===== config.mk =====
export PLATFORM = sky130hd
export DESIGN_NAME = seq_multiplier_n_flat
export DESIGN_NICKNAME = d
export VERILOG_FILES = /design/src/rtl/seq_multiplier_n_if.sv /design/src/rtl/seq_multiplier_n.sv /design/src/flat_wrapper.sv
export SDC_FILE = /design/constraint.sdc
export NUM_CORES = 1
export LEC_CHECK = 0
export CAP_MARGIN = 10
export CORE_ASPECT_RATIO = 1.2
export CORE_MARGIN = 1.5
export CORE_UTILIZATION = 45
export CTS_CLUSTER_DIAMETER = 120
export CTS_CLUSTER_SIZE = 40
export DETAILED_ROUTE_END_ITERATION = 6
export GPL_TIMING_DRIVEN = 0
export MAX_ROUTING_LAYER = met4
export PLACE_DENSITY_LB_ADDON = 0.1
export SLEW_MARGIN = 15
export SYNTH_ARGS = -nofsm -noshare
export SYNTH_HDL_FRONTEND = slang
export SYNTH_SLANG_ARGS = --single-unit

===== constraint.sdc =====
create_clock -name clk -period 5.5 [get_ports clk]
set_input_delay 1.1 -clock clk [delete_from_list [all_inputs] [get_ports clk]]
set_output_delay 1.1 -clock clk [all_outputs]
set_load 0.1 [all_outputs]

===== src/rtl/seq_multiplier_n_if.sv =====
// Handshake/operand bundle for seq_multiplier_n: control and operand inputs
// from the master, product registers and status from the multiplier.
interface seq_multiplier_n_if #(
    parameter int WIDTH = 8
) ();
    logic             load_b;
    logic             start;
    logic             signed_op;
    logic [WIDTH-1:0] din;
    logic [WIDTH-1:0] aval;
    logic [WIDTH-1:0] bval;
    logic             x;
    logic             busy;
    logic             done;

    modport master (
        output load_b, start, signed_op, din,
        input  aval, bval, x, busy, done
    );

    modport slave (
        input  load_b, start, signed_op, din,
        output aval, bval, x, busy, done
    );
endinterface


===== src/rtl/seq_multiplier_n.sv =====
// Sequential shift-add multiplier producing a 2*WIDTH-bit product in {A,B}.
// Define MULT_SIGNED_EN to add two's-complement support (subtract on the last step).
module seq_multiplier_n #(
    parameter int WIDTH = 8
) (
    input  logic               clk,
    input  logic               rst,
    seq_multiplier_n_if.slave  bus
);

    localparam int CW = $clog2(WIDTH);
    localparam logic [CW-1:0] LAST = CW'(WIDTH - 1);

    typedef enum logic [1:0] {
        IDLE = 2'd0,
        RUN  = 2'd1,
        DONE = 2'd2,
        WAIT = 2'd3
    } state_t;

    state_t          state, state_n;
    logic [WIDTH-1:0] a, a_n;
    logic [WIDTH-1:0] b, b_n;
    logic [WIDTH-1:0] s, s_n;
    logic            x, x_n;
    logic            mode, mode_n;
    logic [CW-1:0]   count, count_n;
    logic [WIDTH:0]  sum;

`ifdef MULT_SIGNED_EN
    logic [WIDTH:0] a_ext;
    logic [WIDTH:0] s_ext;

    // Sign-extend both operands in signed mode so the WIDTH+1-bit sum never overflows.
    always_comb begin
        a_ext = {mode & a[WIDTH-1], a};
        s_ext = {mode & s[WIDTH-1], s};
        sum   = a_ext;
        if (b[0]) begin
            if (mode && (count == LAST)) sum = a_ext - s_ext;
            else                         sum = a_ext + s_ext;
        end
    end

    assign mode_n = (state == IDLE && !bus.load_b && bus.start) ? bus.signed_op : mode;
`else
    logic unused_signed;

    always_comb begin
        sum = {1'b0, a};
        if (b[0]) sum = {1'b0, a} + {1'b0, s};
    end

    assign mode_n        = 1'b0;
    assign unused_signed = bus.signed_op ^ mode;
`endif

    // NOTE: every next-state variable gets its hold value first so no path infers a latch.
    always_comb begin
        state_n = state;
        a_n     = a;
        b_n     = b;
        s_n     = s;
        x_n     = x;
        count_n = count;

        unique case (state)
            IDLE: begin
                if (bus.load_b) begin
                    b_n = bus.din;
                    a_n = '0;
                    x_n = 1'b0;
                end else if (bus.start) begin
                    s_n     = bus.din;
                    a_n     = '0;
                    x_n     = 1'b0;
                    count_n = '0;
                    state_n = RUN;
                end
            end
            RUN: begin
                x_n     = sum[WIDTH];
                a_n     = sum[WIDTH:1];
                b_n     = {sum[0], b[WIDTH-1:1]};
                count_n = count + 1'b1;
                if (count == LAST) state_n = DONE;
            end
            DONE: state_n = WAIT;
            WAIT: if (!bus.start) state_n = IDLE;
            default: state_n = IDLE;
        endcase
    end

    // NOTE: state registers use non-blocking assignments so all updates land together on the edge.
    always_ff @(posedge clk or posedge rst) begin
        if (rst) begin
            state <= IDLE;
            a     <= '0;
            b     <= '0;
            s     <= '0;
            x     <= 1'b0;
            mode  <= 1'b0;
            count <= '0;
        end else begin
            state <= state_n;
            a     <= a_n;
            b     <= b_n;
            s     <= s_n;
            x     <= x_n;
            mode  <= mode_n;
            count <= count_n;
        end
    end

    assign bus.aval = a;
    assign bus.bval = b;
    assign bus.x    = x;
    assign bus.busy = (state != IDLE);
    assign bus.done = (state == DONE);

endmodule


===== src/flat_wrapper.sv =====
// flat-port wrapper written by rule: the top's interface ports become plain ports
module seq_multiplier_n_flat 
#(
    parameter int WIDTH = 8
)
  (clk, rst, bus_load_b, bus_start, bus_signed_op, bus_din, bus_aval, bus_bval, bus_x, bus_busy, bus_done);
  seq_multiplier_n_if #(.WIDTH(WIDTH)) bus_i ();
  input  logic clk;
  input  logic rst;
  input wire logic [$bits(bus_i.load_b)-1:0] bus_load_b;
  input wire logic [$bits(bus_i.start)-1:0] bus_start;
  input wire logic [$bits(bus_i.signed_op)-1:0] bus_signed_op;
  input wire logic [$bits(bus_i.din)-1:0] bus_din;
  output wire logic [$bits(bus_i.aval)-1:0] bus_aval;
  output wire logic [$bits(bus_i.bval)-1:0] bus_bval;
  output wire logic [$bits(bus_i.x)-1:0] bus_x;
  output wire logic [$bits(bus_i.busy)-1:0] bus_busy;
  output wire logic [$bits(bus_i.done)-1:0] bus_done;
  assign bus_i.load_b = bus_load_b;
  assign bus_i.start = bus_start;
  assign bus_i.signed_op = bus_signed_op;
  assign bus_i.din = bus_din;
  assign bus_aval = bus_i.aval;
  assign bus_bval = bus_i.bval;
  assign bus_x = bus_i.x;
  assign bus_busy = bus_i.busy;
  assign bus_done = bus_i.done;
  seq_multiplier_n #(.WIDTH(WIDTH)) u_core (.clk(clk), .rst(rst), .bus(bus_i));
endmodule

# After elaboration in Yosys (flattened, before gate mapping)

Cells that the tools add are included.

Add/subtract/negate cells: 2
Eq/ne operators: 10
Mux-type cells: 17
Bitwise gates (word level): 1
Reductions and logical operators: 8

Operators with widths:

| kind                | count |
|---|---|
| $pmux 8 s2          | 2 |
| $mux 8              | 3 |
| $add 8x8->9         | 1 |
| $mux 9              | 1 |
| $mux 2              | 4 |
| $ne 2x2->1 const B  | 4 |
| $pmux 2 s4          | 1 |
| $mux 3              | 2 |
| $pmux 3 s2          | 1 |
| $reduce_and 3->1    | 2 |
| $eq 2x2->1 const B  | 2 |
| $reduce_and 2->1    | 2 |
| $reduce_and 4->1    | 1 |
| $reduce_bool 2->1   | 2 |
| $add 3x1->3 const B | 1 |
| $eq 3x3->1 const B  | 1 |
| $ne 3x3->1 const B  | 1 |
| $eq 2x1->1 const B  | 1 |
| $logic_not 2->1     | 1 |
| $mux 1              | 2 |
| $ne 2x1->1 const B  | 1 |
| $pmux 1 s2          | 1 |
| $not 1->1           | 1 |

Register bits: 30
Input port bits: 13
Output and inout port bits: 19
Logic and storage cells: 44

# Depth between registers and ports, before layout

Depth after elaboration: 3
Depth in mapped cells: 8
Gate-level depth less buffers: 8

# Least setup slack after synthesis

OpenSTA, ideal clock, no wires.

Kind: reg2reg
Start: register u_core.a[0], in the netlist u_core.bus.aval[0]
End: register u_core.a[5], in the netlist u_core.bus.aval[5]
Setup time: 0.072 ns
Data arrival time: 2.488 ns
Required time: 5.428 ns
Slack: 2.940 ns
Cell stages (with the launch flop): 9
Path buffers: 0
Clock period less this slack: 2.560 ns
Cells stage by stage: dfrtp_1 ha_1 inv_1 fa_1 nor2b_4 o31a_1 o22ai_1 or4_1 nand3_1

Word-level cells in the longest chain between the ends: 3

RTL lines:

| what                   | line                    | text |
|---|---|---|
| start, declared        | seq_multiplier_n.sv:22  | `logic [WIDTH-1:0] a, a_n;` |
| start signal, assigned | seq_multiplier_n.sv:106 | `a <= a_n;` |
| $add 8x8->9            | seq_multiplier_n.sv:51  | `if (b[0]) sum = {1'b0, a} + {1'b0, s};` |
| $mux 9                 | seq_multiplier_n.sv:51  |  |
| $pmux 8 s2             | seq_multiplier_n.sv:67  | `unique case (state)` |

No other way between the ends.
A chain may end at the register's enable or synchronous reset.

# Worst setup path in the final report

Start: register u_core.state[0]
End: output bus_busy

Word-level cells in the longest chain between the ends: 1

RTL lines:

| what                   | line                    | text |
|---|---|---|
| start, declared        | seq_multiplier_n.sv:21  | `state_t state, state_n;` |
| start signal, assigned | seq_multiplier_n.sv:105 | `state <= state_n;` |
| $reduce_bool 2->1      | seq_multiplier_n.sv:118 | `assign bus.busy = (state != IDLE);` |
| end, declared          | flat_wrapper.sv:17      | `output wire logic [$bits(bus_i.busy)-1:0] bus_busy;` |

No other way between the ends.

==> impl_metrics.toml <==
[status]
status = "finished with violations"
violations = "design-rule violations"

[placed_design]
dp_hpwl_um = 2710
io_buffers = 30
gp_congestion = 0.854

[route]
wl_um = 3610
wl_per_cell_um = 15.2
vias = 1370
postRouteAntennaNets = 0
drtIter0Drc = 53
drc = 2
vias_per_cell = 5.76
first_pass_iters = 6

[global_routing]
overflow = 0
gr-max-usage-layer = "met2"
antenna_found_initial = 0
use_met3_pct = 4.66
met1_usage_pct = 25.0
grt_pass1_wl_um = 6400
track_usage_pct = 20.7
grt_max_degree = 30
met2_usage_pct = 33.2
first_global_vias = 1457

[clock_tree]
htreeDepth = 2
cts_tree = "done"
cts-root-buf = "clkbuf_8"
insertion_delay_ns = 0.28
cts_hold_buf = 0
cts_setup_buffers = 0
numCtsBuffers = 5
clockBufferDepth = 2
path_clk_slew_ns = 0.06
clkSinkCount = 29
cts_resized = 0

[die]
core_mm2 = 0.00342
die_x_um = 58.3
std_cell_rows = 23
start_util_pct = 48.2
io_pins = 32
chipHeight_um = 69.3
dieArea_mm2 = 0.00404

[timing]
final-max-slew-violation-count = 0
relSlewSlack_pct = 35.1
fin_crit_sh_pct = 60.0
tightest_slew_ns = 0.971
fin_crit_ns = 3.30
setup_tns_ns = 0
rsz0062_at_grt = "no"
fmax_mhz = 303
setup_viol = 0
hold_viol = 0
skew_ns = 0.00808

[logic_synthesis]
synth_warnings = 0
synth.distinct_cells = 40
synthCells = 163
syn_nets = 191
synth-seq-area-share_pct = 44.0
synth-seq-cells = 29
avgSynthCellArea_um2 = 10.1
syn_area_mm2 = 0.00165

[job]
maxCapViolCount = 0

[hold_path]
hp-start = "u_core.count[0]$_DFFE_PP0P_"
holdPathStages = 1
whs_endpoint = "u_core.count[0]$_DFFE_PP0P_"
min_path_type = "flop to flop"

[layout]
drive_gt1_share_pct = 13.4
nNetsFinal = 228
multi_input_area_um2 = 858
fill_cells = 301
seqCellArea_um2 = 726
area_growth_pct = 27.2
insertedDiodeCount = 0

[setup_path]
path_buf_inv = 3
cp.arrival_ns = 2.20
r2r_slack_ns = 3.47
critPathSlowestCell = "clkdlybuf4s50_1"
worstPathRequired_ns = 4.40
r2r_cells = 8
slowest_delay_ns = 1.14
critPathKind = "flop to output port"
r2r_end = "u_core.bus.aval[5]$_DFFE_PP0P_"
cp_top_family = "buffers and inverters"
worstSetupStartpointType = "flop"
cp_max_fo = 3
cpMostUsedCell = "inv_1"
r2r_start = "u_core.bus.aval[0]$_DFFE_PP0P_"
crit_path_end_kind = "output port"
path_cells = "inv_1 > ha_1 > inv_1 > clkdlybuf4s50_1"
==> cell families after synthesis <==
kind of cell               share of synthesized area [%]
and+or+nand+nor                                     10.9
adders and majority gates                           11.8
buffers and inverters                               3.94
AOI/OAI and AO/OA                                   21.5
DFF                                                 44.0
xor gates and xnor gates                            1.06
muxes                                               6.75
==> through the flow <==
step	hold WS, ns	util, %	cells	worst slack, ns	cell area (um2)
after floorplan	0.463	-	163	2.94	1650
after CTS	0.506	61.2	238	2.19	2100
after global routing	0.539	61.2	238	2.12	2100
final	0.506	61.2	238	2.20	2100
after global placement	0.477	58.3	230	2.53	2000
after detailed placement	0.491	58.3	230	2.51	2000
==> registers in the layout, indices dropped and copies added (netlist names) <==
| register | flops |
|---|---|
| u_core.count | 3 |
| u_core.s | 8 |
| u_core.bus.aval | 8 |
| u_core.bus.bval | 8 |
| u_core.state | 2 |
==> cell usage in the layout, fill, tap and decap left out, drive strengths merged, types with 3 or more instances in the layout <==
cell type      instances
o21a                   3
o22ai                 13
mux2                   9
dfrtp                 29
nand2                 12
a32o                   3
o21ai                 14
nor2                  12
buf                    4
inv                    8
nand3                  3
ha                    14
clkdlybuf4s50         30
a21oi                  8
clkbuf                 9
==> cell usage after synthesis <==
master / number / area (um2)
dfrtp_1: 29 / 726
ha_1: 14 / 175
o22ai_1: 13 / 81.3
nand2_1: 12 / 45.0
nor2_1: 12 / 45.0
o21ai_0: 12 / 60.1
mux2_2: 9 / 101
a21oi_1: 8 / 40.0
inv_1: 8 / 30.0
a32o_1: 3 / 30.0
buf_2: 3 / 15.0
nand3_1: 3 / 15.0
o21a_1: 3 / 22.5
a21o_1: 2 / 15.0
a32oi_1: 2 / 17.5
nand2b_1: 2 / 12.5
nand4_1: 2 / 12.5
nor3_1: 2 / 10.0
o31a_1: 2 / 17.5
or2_2: 2 / 12.5
a211oi_1: 1 / 7.51
a21boi_0: 1 / 7.51
a221o_1: 1 / 10.0
a22o_1: 1 / 8.76
a22oi_1: 1 / 7.51
a31o_1: 1 / 8.76
a31oi_1: 1 / 6.26
buf_4: 1 / 7.51
clkbuf_1: 1 / 3.75
clkbuf_2: 1 / 5.00
clkinv_1: 1 / 3.75
fa_1: 1 / 20.0
mux2i_1: 1 / 10.0
nor2b_1: 1 / 6.26
nor2b_4: 1 / 13.8
o21ai_1: 1 / 5.00
o21ai_2: 1 / 8.76
or4_1: 1 / 7.51
xnor2_1: 1 / 8.76
xor2_1: 1 / 8.76
==> layer usage <==
metal,routed length (um),share of wire (%),up-vias
met5,0,0,-
met4,37,1.0,0
met3,153,4.2,4
met2,1790,50,41
met1,1620,45,654
li1,-,-,671
==> how the worst max path moves through the flow <==
| stage | startpoint | to | slack [ns] | depth (start not counted) |
|---|---|---|---|---|
| 3_5_place_dp | u_core.state[0]$_DFFE_PP0P_ | bus_busy | 2.51 | 4 |
| 2_1_floorplan | u_core.bus.aval[0]$_DFFE_PP0P_ | u_core.bus.aval[5]$_DFFE_PP0P_ | 2.94 | 8 |
| 3_3_place_gp | u_core.state[0]$_DFFE_PP0P_ | bus_busy | 2.53 | 4 |
| 4_1_cts | u_core.state[0]$_DFFE_PP0P_ | bus_busy | 2.19 | 4 |
| 6_report | u_core.state[0]$_DFFE_PP0P_ | bus_busy | 2.20 | 4 |
| 5_1_grt | u_core.state[0]$_DFFE_PP0P_ | bus_busy | 2.12 | 4 |
==> area by class of cell <==
type	count	area share, %
sequential	29	34.6
multi-input combinational	119	40.9
timing repair buffer	30	14.3
tap	37	2.21
clock inverter	1	0.239
clock buffer	7	4.59
buffer	6	1.49
inverter	9	1.61
Power is not shown: default switching activity piles up to over one toggle a cycle in this logic, so the estimate is an artifact.
